`config.mk`:
```
export PLATFORM = sky130hd
export DESIGN_NAME = trigger_sequencer
export DESIGN_NICKNAME = d
export VERILOG_FILES = /design/src/rtl/trigger_pkg.sv /design/src/rtl/trig_chan_cmp.sv /design/src/rtl/trigger_sequencer.sv
export SDC_FILE = /design/constraint.sdc
export NUM_CORES = 1
export LEC_CHECK = 0
export CORE_MARGIN = 8
export CORE_UTILIZATION = 30
export DETAILED_ROUTE_END_ITERATION = 7
export GPL_TIMING_DRIVEN = 0
export PLACE_DENSITY = 0.58
export SLEW_MARGIN = 0
export SYNTH_ARGS = -nofsm -noshare
export SYNTH_HDL_FRONTEND = slang
export SYNTH_SLANG_ARGS = --single-unit
```
`constraint.sdc`:
```
create_clock -name clk -period 12.75 [get_ports clk]
set_input_delay 2.55 -clock clk [delete_from_list [all_inputs] [get_ports clk]]
set_output_delay 2.55 -clock clk [all_outputs]
set_load 0.03 [all_outputs]
```
`src/rtl/trigger_pkg.sv`:
```
// Shared definitions for the trigger sequencer.
//   - Operator and value-select encodings of the 6-bit per-channel op field
//   - Slice positions inside that field
//   - FSM state encoding
package trigger_pkg;

    // Operator codes (op field bits [5:3])
    localparam logic [2:0] OP_EQ  = 3'd0;
    localparam logic [2:0] OP_NEQ = 3'd1;
    localparam logic [2:0] OP_LT  = 3'd2;
    localparam logic [2:0] OP_LTE = 3'd3;
    localparam logic [2:0] OP_GT  = 3'd4;
    localparam logic [2:0] OP_GTE = 3'd5;

    // Value-select codes (op field bits [2:0])
    localparam logic [2:0] VAL_LOGIC0 = 3'd0;  // bit mode: level 0
    localparam logic [2:0] VAL_LOGIC1 = 3'd1;  // bit mode: level 1
    localparam logic [2:0] VAL_X      = 3'd2;  // don't care, always matches
    localparam logic [2:0] VAL_RISE   = 3'd3;  // bit mode: rising edge
    localparam logic [2:0] VAL_FALL   = 3'd4;  // bit mode: falling edge
    localparam logic [2:0] VAL_BOTH   = 3'd5;  // bit mode: any edge
    localparam logic [2:0] VAL_NONE   = 3'd6;  // bit mode: no edge
    localparam logic [2:0] VAL_NUM    = 3'd7;  // word mode: numeric compare

    // Layout of one per-stage/per-channel op field
    localparam int OP_FIELD_W   = 6;
    localparam int OP_FIELD_OP  = 3;   // lsb of operator slice
    localparam int OP_FIELD_VAL = 0;   // lsb of value-select slice

    typedef enum logic [1:0] {
        ST_IDLE = 2'd0,
        ST_RUN  = 2'd1,
        ST_DONE = 2'd2
    } state_t;

endpackage

```
`src/rtl/trig_chan_cmp.sv`:
```
// Single-channel comparator for the trigger sequencer.
//   in_q   : current registered sample of the channel
//   in_qq  : previous sample (used for edge detection in bit mode)
//   op     : {operator[2:0], value_sel[2:0]}
//   value  : compare value (word mode only)
//   match  : channel condition satisfied this cycle
// WIDTH == 1 selects bit mode (levels/edges), WIDTH > 1 selects word mode
// (unsigned numeric compare).
module trig_chan_cmp
    import trigger_pkg::*;
#(
    parameter int WIDTH = 8
) (
    input  logic [WIDTH-1:0]      in_q,
    input  logic [WIDTH-1:0]      in_qq,
    input  logic [OP_FIELD_W-1:0] op,
    input  logic [WIDTH-1:0]      value,
    output logic                  match
);

    logic [2:0] oper;
    logic [2:0] vsel;

    assign oper = op[OP_FIELD_OP  +: 3];
    assign vsel = op[OP_FIELD_VAL +: 3];

    generate
        if (WIDTH == 1) begin : g_bit
            // Compare value has no meaning for a single bit channel.
            logic unused_value;
            assign unused_value = ^value;

            always_comb begin
                match = 1'b0;
                // Only EQ is a legal operator in bit mode.
                if (oper == OP_EQ) begin
                    case (vsel)
                        VAL_LOGIC0: match = ~in_q[0];
                        VAL_LOGIC1: match = in_q[0];
                        VAL_X:      match = 1'b1;
                        VAL_RISE:   match = in_q[0] & ~in_qq[0];
                        VAL_FALL:   match = ~in_q[0] & in_qq[0];
                        VAL_BOTH:   match = in_q[0] ^ in_qq[0];
                        VAL_NONE:   match = ~(in_q[0] ^ in_qq[0]);
                        default:    match = 1'b0;
                    endcase
                end
            end
        end else begin : g_word
            // Edges are not defined for word channels.
            logic unused_prev;
            assign unused_prev = ^in_qq;

            always_comb begin
                match = 1'b0;
                case (vsel)
                    VAL_X: match = 1'b1;
                    VAL_NUM: begin
                        case (oper)
                            OP_EQ:   match = (in_q == value);
                            OP_NEQ:  match = (in_q != value);
                            OP_LT:   match = (in_q <  value);
                            OP_LTE:  match = (in_q <= value);
                            OP_GT:   match = (in_q >  value);
                            OP_GTE:  match = (in_q >= value);
                            default: match = 1'b0;
                        endcase
                    end
                    default: match = 1'b0;
                endcase
            end
        end
    endgenerate

endmodule

```
`src/rtl/trigger_sequencer.sv`:
```
// Multi-channel, multi-stage trigger engine.
//   clk, rst     : clock and synchronous active-high reset
//   arm, abort   : start/restart a run; cancel a run (abort wins)
//   in           : probe data, channel c at [c*WIDTH +: WIDTH]
//   cfg_*        : per-stage configuration, latched when a run is armed
//   trig         : one-cycle pulse when the final stage completes
//   triggered    : high while in DONE
//   armed        : high while in RUN
//   stage        : current stage index
module trigger_sequencer
    import trigger_pkg::*;
#(
    parameter int WIDTH  = 8,
    parameter int CH_NUM = 4,
    parameter int STAGES = 4,
    parameter int CNT_W  = 16,
    parameter int SW     = (STAGES > 1) ? $clog2(STAGES) : 1
) (
    input  logic                                 clk,
    input  logic                                 rst,
    input  logic                                 arm,
    input  logic                                 abort,
    input  logic [CH_NUM*WIDTH-1:0]              in,
    input  logic [STAGES*CH_NUM*OP_FIELD_W-1:0]  cfg_op,
    input  logic [STAGES*CH_NUM*WIDTH-1:0]       cfg_value,
    input  logic [STAGES*CH_NUM-1:0]             cfg_mask,
    input  logic [STAGES-1:0]                    cfg_logic,
    input  logic [STAGES*CNT_W-1:0]              cfg_count,
    input  logic [STAGES-1:0]                    cfg_consec,
    input  logic [SW-1:0]                        cfg_last,
    output logic                                 trig,
    output logic                                 triggered,
    output logic                                 armed,
    output logic [SW-1:0]                        stage
);

    localparam int STG_OP_W  = CH_NUM * OP_FIELD_W;
    localparam int STG_VAL_W = CH_NUM * WIDTH;

    state_t             state_reg, state_next;
    logic [SW-1:0]      stage_reg, stage_next;
    logic [CNT_W-1:0]   cnt_reg, cnt_next;
    logic               trig_reg, trig_next;
    logic               load_cfg;

    logic [CH_NUM*WIDTH-1:0] in_q, in_qq;

    // Configuration snapshot taken when a run is armed
    logic [STAGES*CH_NUM*OP_FIELD_W-1:0] cfg_op_reg;
    logic [STAGES*CH_NUM*WIDTH-1:0]      cfg_value_reg;
    logic [STAGES*CH_NUM-1:0]            cfg_mask_reg;
    logic [STAGES-1:0]                   cfg_logic_reg;
    logic [STAGES*CNT_W-1:0]             cfg_count_reg;
    logic [STAGES-1:0]                   cfg_consec_reg;
    logic [SW-1:0]                       last_reg;
    logic [SW-1:0]                       last_clamped;

    // Current stage's slice of the snapshot
    logic [STG_OP_W-1:0]  stg_op;
    logic [STG_VAL_W-1:0] stg_value;
    logic [CH_NUM-1:0]    stg_mask;
    logic                 stg_logic;
    logic [CNT_W-1:0]     stg_count;
    logic                 stg_consec;

    logic [CH_NUM-1:0]    match;
    logic                 cond;
    logic [CNT_W-1:0]     need;
    logic [CNT_W:0]       cnt_inc;
    logic                 reached;

    assign stg_op     = cfg_op_reg[stage_reg*STG_OP_W +: STG_OP_W];
    assign stg_value  = cfg_value_reg[stage_reg*STG_VAL_W +: STG_VAL_W];
    assign stg_mask   = cfg_mask_reg[stage_reg*CH_NUM +: CH_NUM];
    assign stg_logic  = cfg_logic_reg[stage_reg];
    assign stg_count  = cfg_count_reg[stage_reg*CNT_W +: CNT_W];
    assign stg_consec = cfg_consec_reg[stage_reg];

    // Out-of-range final stage index is pulled back to the last real stage.
    always_comb begin
        last_clamped = cfg_last;
        if ({1'b0, cfg_last} >= (SW+1)'(STAGES))
            last_clamped = SW'(STAGES - 1);
    end

    genvar gi;
    generate
        for (gi = 0; gi < CH_NUM; gi++) begin : g_chan
            trig_chan_cmp #(
                .WIDTH (WIDTH)
            ) u_cmp (
                .in_q  (in_q[gi*WIDTH +: WIDTH]),
                .in_qq (in_qq[gi*WIDTH +: WIDTH]),
                .op    (stg_op[gi*OP_FIELD_W +: OP_FIELD_W]),
                .value (stg_value[gi*WIDTH +: WIDTH]),
                .match (match[gi])
            );
        end
    endgenerate

    // Masked-out channels are neutral; a stage with no enabled channel is
    // unconditionally true in both AND and OR mode.
    always_comb begin
        if (stg_mask == '0)
            cond = 1'b1;
        else if (stg_logic)
            cond = |(match & stg_mask);
        else
            cond = &(match | ~stg_mask);
    end

    // A zero occurrence count behaves as one.
    assign need    = (stg_count == '0) ? CNT_W'(1) : stg_count;
    assign cnt_inc = {1'b0, cnt_reg} + (CNT_W+1)'(1);
    assign reached = (cnt_inc >= {1'b0, need});

    always_comb begin
        state_next = state_reg;
        stage_next = stage_reg;
        cnt_next   = cnt_reg;
        trig_next  = 1'b0;
        load_cfg   = 1'b0;

        if (abort) begin
            state_next = ST_IDLE;
            stage_next = '0;
            cnt_next   = '0;
        end else begin
            case (state_reg)
                ST_IDLE, ST_DONE: begin
                    if (arm) begin
                        state_next = ST_RUN;
                        stage_next = '0;
                        cnt_next   = '0;
                        load_cfg   = 1'b1;
                    end
                end
                ST_RUN: begin
                    if (cond) begin
                        if (reached) begin
                            cnt_next = '0;
                            if (stage_reg == last_reg) begin
                                state_next = ST_DONE;
                                trig_next  = 1'b1;
                            end else begin
                                stage_next = stage_reg + SW'(1);
                            end
                        end else begin
                            cnt_next = cnt_inc[CNT_W-1:0];
                        end
                    end else if (stg_consec) begin
                        cnt_next = '0;
                    end
                end
                default: begin
                    state_next = ST_IDLE;
                    stage_next = '0;
                    cnt_next   = '0;
                end
            endcase
        end
    end

    always_ff @(posedge clk) begin
        if (rst) begin
            state_reg      <= ST_IDLE;
            stage_reg      <= '0;
            cnt_reg        <= '0;
            trig_reg       <= 1'b0;
            in_q           <= '0;
            in_qq          <= '0;
            cfg_op_reg     <= '0;
            cfg_value_reg  <= '0;
            cfg_mask_reg   <= '0;
            cfg_logic_reg  <= '0;
            cfg_count_reg  <= '0;
            cfg_consec_reg <= '0;
            last_reg       <= '0;
        end else begin
            in_q      <= in;
            in_qq     <= in_q;
            state_reg <= state_next;
            stage_reg <= stage_next;
            cnt_reg   <= cnt_next;
            trig_reg  <= trig_next;
            if (load_cfg) begin
                cfg_op_reg     <= cfg_op;
                cfg_value_reg  <= cfg_value;
                cfg_mask_reg   <= cfg_mask;
                cfg_logic_reg  <= cfg_logic;
                cfg_count_reg  <= cfg_count;
                cfg_consec_reg <= cfg_consec;
                last_reg       <= last_clamped;
            end
        end
    end

    assign trig      = trig_reg;
    assign triggered = (state_reg == ST_DONE);
    assign armed     = (state_reg == ST_RUN);
    assign stage     = stage_reg;

endmodule

```
==> reports/metrics.yaml, run 1 <==
insertion_delay_ns: 0.56
hold_path_class: "reg -> reg"
overflow: 0
drc: 0
drt_iter0_drc: 958
cts_buffers: 41
synth-edff-count: 0
grt_pass1_vias: 15570
cpPeakStageDelay_ns: 0.67
synth_top_area_cell: "dfxtp_1"
synth_seq_area_share_pct: 45.05
cp-end-kind: "register"
cp_max_fo: 10
max_freq_mhz: 158.9
async_flop_share_pct: 0
ioPinCount: 355
place.gp.congestion: 0.8454
core-area_um2: 53810
ys.flop_type: "dfxtp_1"
postLayoutCoreUtil_pct: 41.26
post_cts_buffers: 0
combPwrFrac_pct: 12.4
area_growth_pct: 36.15
cts.sinks: 367
postRouteAntennaNets: 0
die_area_um2: 62070
h-tree-depth: 2
totalWireLength_um: 61880
fillCellCount: 5385
drt-pass1-iter-count: 6
max_slew_margin_pct: 20.83
antenna_found_initial: 14
maxSlewViolCount: 0
fp.dieW_um: 249.1
pwr-share-clk_pct: 44.7
switchingPower_w: 0.0007005
critPathKind: "reg -> reg"
finalHoldViolations: 0
met1_usage_pct: 24.50
cpMaxStageDelayCell: "clkbuf_1"
required_ns: 13.15
skew_ns: 0.01486
powerDensity_nw_per_um2: 129.0
r2r_cells: 17
grt_max_degree: 14
start_util_pct: 30.30
ys_ff_latch: 367
worst_setup_path_start_kind: "register"
yosysTopAreaCellShare_pct: 45.05
drive_gt1_share_pct: 7.414
vias: 15130
synthTopCellsByArea: "dfxtp_1 45%, nand2_1 15%, a21oi_1 11%, mux4_2 9.9%, ha_1 3.8%"
sequentialPowerShare_pct: 42.9
wl_per_cell_um: 20.25
setup_viol: 0
netlist_instances: 1921
met2_usage_pct: 31.38
largest_register_ffs: 128
clock_path_buffers: 3
grtUsageMet3_pct: 3.213
fin_nets: 2717
grt_pass1_wl_um: 91610
rsz0062_at_grt: "false"
status: "complete, no violations"
viasPerCell: 4.950
holdBufCountCts: 0
min_period_over_period_pct: 49.35
cts_resized: 0
dpl.hpwl_um: 48820
yosysUniqueCellTypes: 64
switching_share_pct: 24.46
synthMostInstantiatedCell: "nand2_1"
syn_nets: 2320
netlist_area_um2: 16310
ir_worst_vdd_uv: 77.67
crit_top_cell: "buf_2"
yosys_warnings: 0
grt_usage_pct: 19.05
p_int_w: 0.002164
static-leakage-power_nw: 7.834
root_buffer: "clkbuf_16"
worstHoldPathCells: 2
busiest_layer: "met2"
cap_violations: 0
synth_commonest_cells: "661 x nand2_1, 367 x dfxtp_1, 346 x a21oi_1, 111 x clkbuf_1, 72 x mux4_2"
synth.avg_cell_area_um2: 8.489
io_buffers: 354
min_period_ns: 6.292
worst_pin_slew_ns: 1.183
fin_setup_tns_ns: 0
worstPathArrival_ns: 6.70
path_cells: "buf_2 -> buf_2 -> buf_2 -> buf_1 -> clkbuf_1 -> mux4_2 -> inv_1 -> ha_1 -> nand4_1 -> a21oi_1 -> o21ai_0 -> a22oi_1 -> a31oi_2 -> a31oi_2 -> nand2_2 -> and3_1 -> a311o_1"
clk_pin_slew_ns: 0.06
die-height_um: 249.1
row_count: 85
cts_tree: "built"
==> power by group through the flow <==
stage | clock network [W] | registers [W] | logic [W]
floorplan | 0 | 0.00124 | 0.000167
global placement | 0 | 0.00125 | 0.000346
detailed placement | 0 | 0.00125 | 0.000352
CTS | 0.00130 | 0.00123 | 0.000354
global route | 0.00135 | 0.00123 | 0.000386
finish | 0.00128 | 0.00123 | 0.000354
==> cell families after synthesis <==
| group | synth area share, % |
|---|---|
| AOI/OAI and AO/OA | 14.10 |
| xor gates and xnor gates | 1.074 |
| adders and majority gates | 3.760 |
| buffers and inverters | 4.512 |
| DFF | 45.05 |
| muxes | 10.97 |
| and+or+nand+nor | 20.53 |
==> cell usage in the layout (no fill, tap or decap), types with 6 or more instances in the layout <==
cell,count
nand2_1,661
dfxtp_1,367
clkdlybuf4s50_1,354
a21oi_1,346
clkbuf_1,119
mux4_2,72
inv_1,51
ha_1,49
nor2b_1,46
clkbuf_16,43
nor2_1,21
o211ai_1,15
diode_2,13
nand3_1,13
buf_2,12
xnor2_1,12
nand4_1,12
nor4_1,9
o21ai_0,9
xor2_1,8
and2_1,7
a21o_1,7
bufinv_16,7
nand2b_1,6
mux4_1,6
==> worst max-delay path: cells and delay by family (launching register included) <==
kind            cells  cell delay, ns
compound gates      6            1.96
fa+ha+maj           1            0.28
mux                 1            0.34
flops               1            0.40
simple gates        3            0.72
buf+inv             6            2.39
==> per-layer routing <==
metal | vias up | share of wire [%]
li1 | 7317 | -
met1 | 7240 | 45
met2 | 475 | 47
met3 | 95 | 5.2
met4 | 0 | 3.1
met5 | - | 0
==> path summary, 6_finish.rpt <==
kind                                    start  slack (ns)                          end
hold reg to reg   cfg_op_reg[75]$_SDFFE_PP0P_        0.45  cfg_op_reg[75]$_SDFFE_PP0P_
hold / removal    cfg_op_reg[75]$_SDFFE_PP0P_        0.45  cfg_op_reg[75]$_SDFFE_PP0P_
setup / recovery        stage[1]$_SDFFE_PP0P_        6.46        stage[0]$_SDFFE_PP0P_
setup reg to reg        stage[1]$_SDFFE_PP0P_        6.46        stage[0]$_SDFFE_PP0P_
==> layout make-up <==
cell class                      instances  area (um^2)  area share (%)
Multi-Input combinational cell       1371         8224           37.04
Sequential cell                       367         7347           33.09
Timing Repair Buffer                  354         3543           15.96
Clock buffer                           56         1175           5.292
Tap cell                              696        870.8           3.922
Buffer                                132        544.3           2.452
Clock inverter                         16        272.8           1.229
Inverter                               51        191.4          0.8623
Antenna cell                           13        32.53          0.1465
==> stage by stage <==
stage	cell area (um^2)	cells	worst slack (ns)	total power [W]	hold WS (ns)
CTS	22170	3043	6.373	0.002886	0.4515
floorplan	16310	1921	7.835	0.001408	0.4315
global route	22200	3056	6.011	0.002972	0.4685
detailed placement	20720	2971	6.415	0.001606	0.4431
global placement	20720	2971	6.458	0.001598	0.4383
finish	22200	3056	6.458	0.002864	0.4515
Note: power is estimated with default switching activity, not from simulation.
==> run 2: changes to the inputs <==
--- a/config.mk
+++ b/config.mk
@@ -9,7 +9,7 @@
 export CORE_UTILIZATION = 30
 export DETAILED_ROUTE_END_ITERATION = 7
 export GPL_TIMING_DRIVEN = 0
-export PLACE_DENSITY = 0.58
+export PLACE_DENSITY = 0.6
 export SLEW_MARGIN = 0
 export SYNTH_ARGS = -nofsm -noshare
 export SYNTH_HDL_FRONTEND = slang
==> constraint.sdc (replaced) <==
create_clock -name clk -period 5.15 [get_ports clk]
set_input_delay 1.03 -clock clk [delete_from_list [all_inputs] [get_ports clk]]
set_output_delay 1.03 -clock clk [all_outputs]
set_load 0.03 [all_outputs]
==> reports/metrics.yaml, run 2 (synthesis results as in run 1) <==
drive_gt1_share_pct: 8.160  # was 7.414%
start_util_pct: 30.30  # unchanged
core-area_um2: 53810  # unchanged
fin_nets: 2717  # unchanged
cts_buffers: 43  # was 41
required_ns: 5.64  # was 13.15 ns
worstPathArrival_ns: 5.30  # was 6.70 ns
hold_start: "cfg_op_reg[64]$_SDFFE_PP0P_"  # was cfg_op_reg[75]$_SDFFE_PP0P_
grtUsageMet3_pct: 3.985  # was 3.213%
cp-end-kind: "register"  # unchanged
drt_iter0_drc: 979  # was 958
clk_pin_slew_ns: 0.06  # about the same
grt_max_degree: 29  # was 14
cap_violations: 0  # unchanged
switchingPower_w: 0.001808  # was 0.0007005 W
viasPerCell: 5.039  # was 4.950
p_int_w: 0.005439  # was 0.002164 W
grt_pass1_wl_um: 92960  # was 91610 um
grt_usage_pct: 19.40  # was 19.05%
maxSlewViolCount: 0  # unchanged
max_freq_mhz: 208.0  # was 158.9 MHz
io_buffers: 354  # unchanged
ioPinCount: 355  # unchanged
skew_ns: 0.01334  # was 0.01486 ns
root_buffer: "clkbuf_16"  # unchanged
pwr-share-clk_pct: 45.8  # was 44.7%
finalHoldViolations: 0  # unchanged
switching_share_pct: 24.95  # was 24.46%
ir_worst_vdd_uv: 204.5  # was 77.67 uV
final_common_cell: "nand2_1"  # unchanged
area_growth_pct: 37.34  # was 36.15%
row_count: 85  # unchanged
die_area_um2: 62070  # unchanged
met1_usage_pct: 24.78  # was 24.50%
r2r-start: "stage[1]$_SDFFE_PP0P_"  # unchanged
mostFrequentLayoutCells: "661 x nand2_1, 366 x dfxtp_1, 354 x clkdlybuf4s50_1, 344 x a21oi_1, 113 x clkbuf_1"  # was 661 x nand2_1, 367 x dfxtp_1, 354 x clkdlybuf4s50_1, 346 x a21oi_1, 119 x clkbuf_1
place.gp.congestion: 0.8707  # was 0.8454
power_w: 0.007247  # was 0.002864 W
worst_setup_path_start_kind: "register"  # unchanged
vias: 15440  # was 15.13k
rsz0062_at_grt: "false"  # unchanged
cts_tree: "built"  # unchanged
h-tree-depth: 2  # unchanged
holdBufCountCts: 0  # unchanged
wl_per_cell_um: 20.45  # was 20.25 um
clock_path_buffers: 3  # unchanged
setup_viol: 0  # unchanged
powerDensity_nw_per_um2: 323.6  # was 129.0 nW/um^2
critPathKind: "reg -> reg"  # unchanged
max_slew_margin_pct: 20.80  # was 20.83%
hold_path_class: "reg -> reg"  # unchanged
overflow: 0  # unchanged
insertion_delay_ns: 0.57  # was 0.56 ns
dpl.hpwl_um: 48890  # was 48820 um
postRouteAntennaNets: 0  # unchanged
fp.dieW_um: 249.1  # unchanged
postLayoutCoreUtil_pct: 41.62  # was 41.26%
drc: 0  # unchanged
cp_max_fo: 19  # was 10
drt-pass1-iter-count: 6  # unchanged
cts.sinks: 367  # unchanged
grt_pass1_vias: 15740  # was 15.57k
antenna_found_initial: 17  # was 14
busiest_layer: "met2"  # unchanged
largest_register_ffs: 128  # unchanged
combPwrFrac_pct: 12.2  # was 12.4%
min_period_ns: 4.807  # was 6.292 ns
worst_pin_slew_ns: 1.184  # was 1.183 ns
met2_usage_pct: 31.71  # was 31.38%
sequentialPowerShare_pct: 42.0  # was 42.9%
min_period_over_period_pct: 93.33  # was 49.35%
fin_setup_tns_ns: 0  # unchanged
status: "complete, no violations"  # unchanged
startpoint: "stage[1]$_SDFFE_PP0P_"  # unchanged
totalWireLength_um: 62670  # was 61880 um
static-leakage-power_nw: 7.901  # was 7.834 nW
die-height_um: 249.1  # unchanged
[run 2: routing by layer]
metal	vias up	wire, um
met5	-	13
met4	2	1773
met3	106	4098
met2	544	29510
met1	7452	27280
li1	7340	-
[run 2: worst paths after layout]
check / endpoint / slack, ns / depth (start not counted)
worst max-delay path: cnt_reg[13]$_SDFFE_PP0P_ / 0.34 / 17
worst max register to register: cnt_reg[13]$_SDFFE_PP0P_ / 0.34 / 17
worst min register to register: cfg_op_reg[64]$_SDFFE_PP0P_ / 0.45 / 2
worst min-delay path: cfg_op_reg[64]$_SDFFE_PP0P_ / 0.45 / 2
[run 2: metrics by stage]
step / hold WS (ns) / cells / instance area (um^2) / setup slack (ns)
2_1_floorplan: 0.4315 / 1921 / 16310 / 0.2350
3_3_place_gp: 0.4384 / 2971 / 20720 / -1.188
3_5_place_dp: 0.4444 / 2971 / 20720 / -1.246
4_1_cts: 0.4529 / 3049 / 22330 / 0.08015
5_1_grt: 0.4714 / 3062 / 22390 / 0.06530
6_report: 0.4515 / 3065 / 22400 / 0.3433
[run 2: area by class of cell]
type	count	area [um^2]
Clock inverter	23	325.3
Inverter	51	191.4
Tap cell	696	870.8
Clock buffer	57	1220
Sequential cell	367	7348
Buffer	129	579.3
Multi-Input combinational cell	1371	8252
Antenna cell	16	40.04
Fill cell	5358	31420
Timing Repair Buffer	355	3568
[run 2: timing repair]
| item | CTS | global route |
|---|---|---|
| setup endpoints to repair | 21 | 17 |
| gates cloned | 0 | 1 |
| buffers inserted | 0 | 0 |
| hold endpoints to repair | 0 | 0 |
| gates resized for setup | 31 | 3 |
| pin swaps | 1 | 0 |
[run 2: worst max-delay path, stage by stage, from the launching register on]
cell      delay (ns)
dfxtp_1         0.41
buf_4           0.26
buf_4           0.35
buf_4           0.32
clkbuf_4        0.33
mux4_2          0.24
inv_1           0.05
ha_1            0.30
nand4_1         0.23
nor2_1          0.39
xnor2_1         0.13
a211o_1         0.31
a31o_1          0.24
a31oi_2         0.20
a31oi_4         0.16
a211oi_2        0.53
a22oi_1         0.13
nor2_1          0.13
[run 2: power by group through the flow]
stage	Sequential (W)	Clock, W	Combinational, W
final	0.00304	0.00332	0.000886
after global routing	0.00305	0.00349	0.000966
after CTS	0.00304	0.00337	0.000884
after detailed placement	0.00310	0	0.000873
after global placement	0.00310	0	0.000861
after floorplan	0.00307	0	0.000415
==> run 3: changes to the inputs <==
--- a/config.mk
+++ b/config.mk
@@ -9,8 +9,10 @@
 export CORE_UTILIZATION = 30
 export DETAILED_ROUTE_END_ITERATION = 7
 export GPL_TIMING_DRIVEN = 0
-export PLACE_DENSITY = 0.6
+export HOLD_SLACK_MARGIN = 0.06
+export PLACE_DENSITY_LB_ADDON = 0.25
 export SLEW_MARGIN = 0
 export SYNTH_ARGS = -nofsm -noshare
 export SYNTH_HDL_FRONTEND = slang
+export SYNTH_HIERARCHICAL = 1
 export SYNTH_SLANG_ARGS = --single-unit
==> reports/metrics.yaml, run 3 <==
root_buffer: "clkbuf_16"  # unchanged
fillCellCount: 5311  # was 5358
finalHoldViolations: 0  # unchanged
cap_violations: 0  # unchanged
io_buffers: 354  # unchanged
overflow: 0  # unchanged
setup_viol: 0  # unchanged
met2_usage_pct: 35.09  # was 31.71%
cts.sinks: 367  # unchanged
rsz0062_at_grt: "false"  # unchanged
maxSlewViolCount: 0  # unchanged
met1_usage_pct: 23.75  # was 24.78%
clock_path_buffers: 3  # unchanged
violations: "design-rule violations"
static-leakage-power_nw: 7.851  # was 7.901 nW
hold-path-endpoint: "cfg_value_reg[34]$_SDFFE_PP0P_"  # was cfg_op_reg[64]$_SDFFE_PP0P_
area_growth_pct: 36.69  # was 37.34%
dpl.hpwl_um: 49180  # was 48890 um
skew_ns: 0.02035  # was 0.01334 ns
viasPerCell: 4.911  # was 5.039
critPathKind: "reg -> reg"  # unchanged
powerDensity_nw_per_um2: 321.2  # was 323.6 nW/um^2
place_inst: 2953  # was 2971
hold_path_class: "reg -> reg"  # unchanged
netlist_area_um2: 16160  # was 16310 um^2
final_common_cell: "nand2_1"  # unchanged
worst_setup_path_start_kind: "register"  # unchanged
max_freq_mhz: 205.8  # was 208.0 MHz
min_period_ns: 4.860  # was 4.807 ns
cpMaxStageDelayCell: "or4_1"  # was a211oi_2
synth.avg_cell_area_um2: 8.490  # was 8.489 um^2
postRouteAntennaNets: 0  # unchanged
cpPeakStageDelay_ns: 0.48  # was 0.53 ns
insertion_delay_ns: 0.56  # was 0.57 ns
fp.dieW_um: 248.1  # was 249.1 um
netlist_instances: 1903  # was 1921
status: "finished with violations"  # was complete, no violations
worst_pin_slew_ns: 1.250  # was 1.184 ns
grt_usage_pct: 19.58  # was 19.40%
post_cts_buffers: 0  # unchanged
vias: 14870  # was 15.44k
critPathBufInv: 4  # was 5
yosys_warnings: 6  # was 0
cp-end-kind: "register"  # unchanged
row_count: 85  # unchanged
antenna_found_initial: 5  # was 17
busiest_layer: "met2"  # unchanged
max_slew_margin_pct: 16.65  # was 20.80%
worstPathArrival_ns: 5.33  # was 5.30 ns
drt_iter0_drc: 810  # was 979
fin_setup_tns_ns: 0  # unchanged
mostFrequentLayoutCells: "657 x nand2_1, 367 x dfxtp_1, 354 x clkdlybuf4s50_1, 336 x a21oi_1, 114 x clkbuf_1"  # was 661 x nand2_1, 366 x dfxtp_1, 354 x clkdlybuf4s50_1, 344 x a21oi_1, 113 x clkbuf_1
drive_gt1_share_pct: 7.729  # was 8.160%
r2r-start: "stage[1]$_SDFFE_PP0P_"  # unchanged
syn_nets: 2302  # was 2320
cts_buffers: 41  # was 43
die-height_um: 248.1  # was 249.1 um
grtUsageMet3_pct: 3.892  # was 3.985%
path_cells: "buf_4 -> clkbuf_2 -> buf_2 -> mux4_2 -> ha_1 -> and4_1 -> nand3_1 -> a21oi_1 -> a311oi_1 -> a211oi_2 -> o21ai_1 -> inv_1 -> a2111oi_4 -> nor2_1 -> or4_1 -> o211ai_1"  # was buf_4 -> buf_4 -> buf_4 -> clkbuf_4 -> mux4_2 -> inv_1 -> ha_1 -> nand4_1 -> nor2_1 -> xnor2_1 -> a211o_1 -> a31o_1 -> a31oi_2 -> a31oi_4 -> a211oi_2 -> a22oi_1 -> nor2_1
grt_pass1_wl_um: 91390  # was 92960 um
drt-pass1-iter-count: 8  # was 6
worstHoldPathCells: 2  # unchanged
wl_per_cell_um: 20.30  # was 20.45 um
final_cells: 3028  # was 3065
place.gp.congestion: 0.8808  # was 0.8707
drc: 4  # was 0
power_w: 0.007093  # was 0.007247 W
rr_endpoint: "cnt_reg[6]$_SDFFE_PP0P_"  # was cnt_reg[13]$_SDFFE_PP0P_
ir_worst_vdd_uv: 200.7  # was 204.5 uV
min_period_over_period_pct: 94.36  # was 93.33%
hold_start: "cfg_value_reg[34]$_SDFFE_PP0P_"  # was cfg_op_reg[64]$_SDFFE_PP0P_
totalWireLength_um: 61470  # was 62670 um
start_util_pct: 30.20  # was 30.30%
grt_max_degree: 20  # was 29
grt_pass1_vias: 15540  # was 15.74k
ioPinCount: 355  # unchanged
die_area_um2: 61540  # was 62070 um^2
cts_tree: "built"  # unchanged
r2r_slack_ns: 0.29  # was 0.34 ns
core-area_um2: 53500  # was 53810 um^2
required_ns: 5.63  # was 5.64 ns
largest_register_ffs: 128  # unchanged
path_delay_family: "compound AO/OA/AOI/OAI gates"  # unchanged
postLayoutCoreUtil_pct: 41.28  # was 41.62%
clk_pin_slew_ns: 0.06  # about the same
r2r_cells: 16  # was 17
h-tree-depth: 2  # unchanged
cp_max_fo: 19  # unchanged
fin_nets: 2697  # was 2717
## run 3: timing repair
item	4_1_cts	5_1_grt
hold buffers	0	0
endpoints found under the setup margin	21	21
pin swaps	0	1
resized for setup	41	10
hold endpoints to repair	0	0
## run 3: area by class of cell
type                    count  area (um^2)  area share, %
inverters                  57        214.0         0.9688
repair buffers            354         3543          16.04
clock inverters            13        203.9         0.9235
clock buffers              61         1252          5.671
diodes                      3        7.507        0.03399
well taps                 696        870.8          3.943
multi-input cells        1346         8088          36.62
flip-flops and latches    367         7347          33.27
plain buffers             131        558.0          2.527
## run 3: metrics by stage
stage / hold slack [ns] / worst slack, ns / cell area (um^2)
floorplan: 0.4331 / 0.6008 / 16160
global placement: 0.4387 / -1.124 / 20570
detailed placement: 0.4437 / -1.150 / 20570
CTS: 0.4516 / 0.04579 / 22090
global route: 0.4680 / 0.03366 / 22080
finish: 0.4513 / 0.2905 / 22080
## run 3: worst max path at each step
stage	startpoint	endpoint	cells past startpoint
after floorplan	stage[1]$_SDFFE_PP0P_	stage[1]$_SDFFE_PP0P_	19
after global placement	stage[1]$_SDFFE_PP0P_	cnt_reg[11]$_SDFFE_PP0P_	19
after detailed placement	stage[1]$_SDFFE_PP0P_	cnt_reg[11]$_SDFFE_PP0P_	19
after CTS	stage[0]$_SDFFE_PP0P_	stage[1]$_SDFFE_PP0P_	18
after global routing	stage[1]$_SDFFE_PP0P_	cnt_reg[11]$_SDFFE_PP0P_	18
final	stage[1]$_SDFFE_PP0P_	cnt_reg[6]$_SDFFE_PP0P_	16
## run 3: per-layer routing
layer | vias to the layer above | part of all wire, %
li1 | 7268 | -
met1 | 7117 | 41
met2 | 405 | 51
met3 | 71 | 5.7
met4 | 8 | 1.9
met5 | - | 0.089
## run 3: worst min-delay path, delay by kind of cell, from the launching register on
family             cells  cell delay [ns]
DFF                    1             0.30
and+or+nand+nor        1             0.05
AOI/OAI and AO/OA      1             0.05
## run 3: power by group
part | total [W] | switching [W] | internal [W] | leakage (nW)
registers | 0.00305 | 0.0000739 | 0.00297 | 3.00
logic | 0.000904 | 0.000459 | 0.000446 | 4.13
clock network | 0.00314 | 0.00121 | 0.00193 | 0.719
total | 0.00709 | 0.00174 | 0.00535 | 7.85
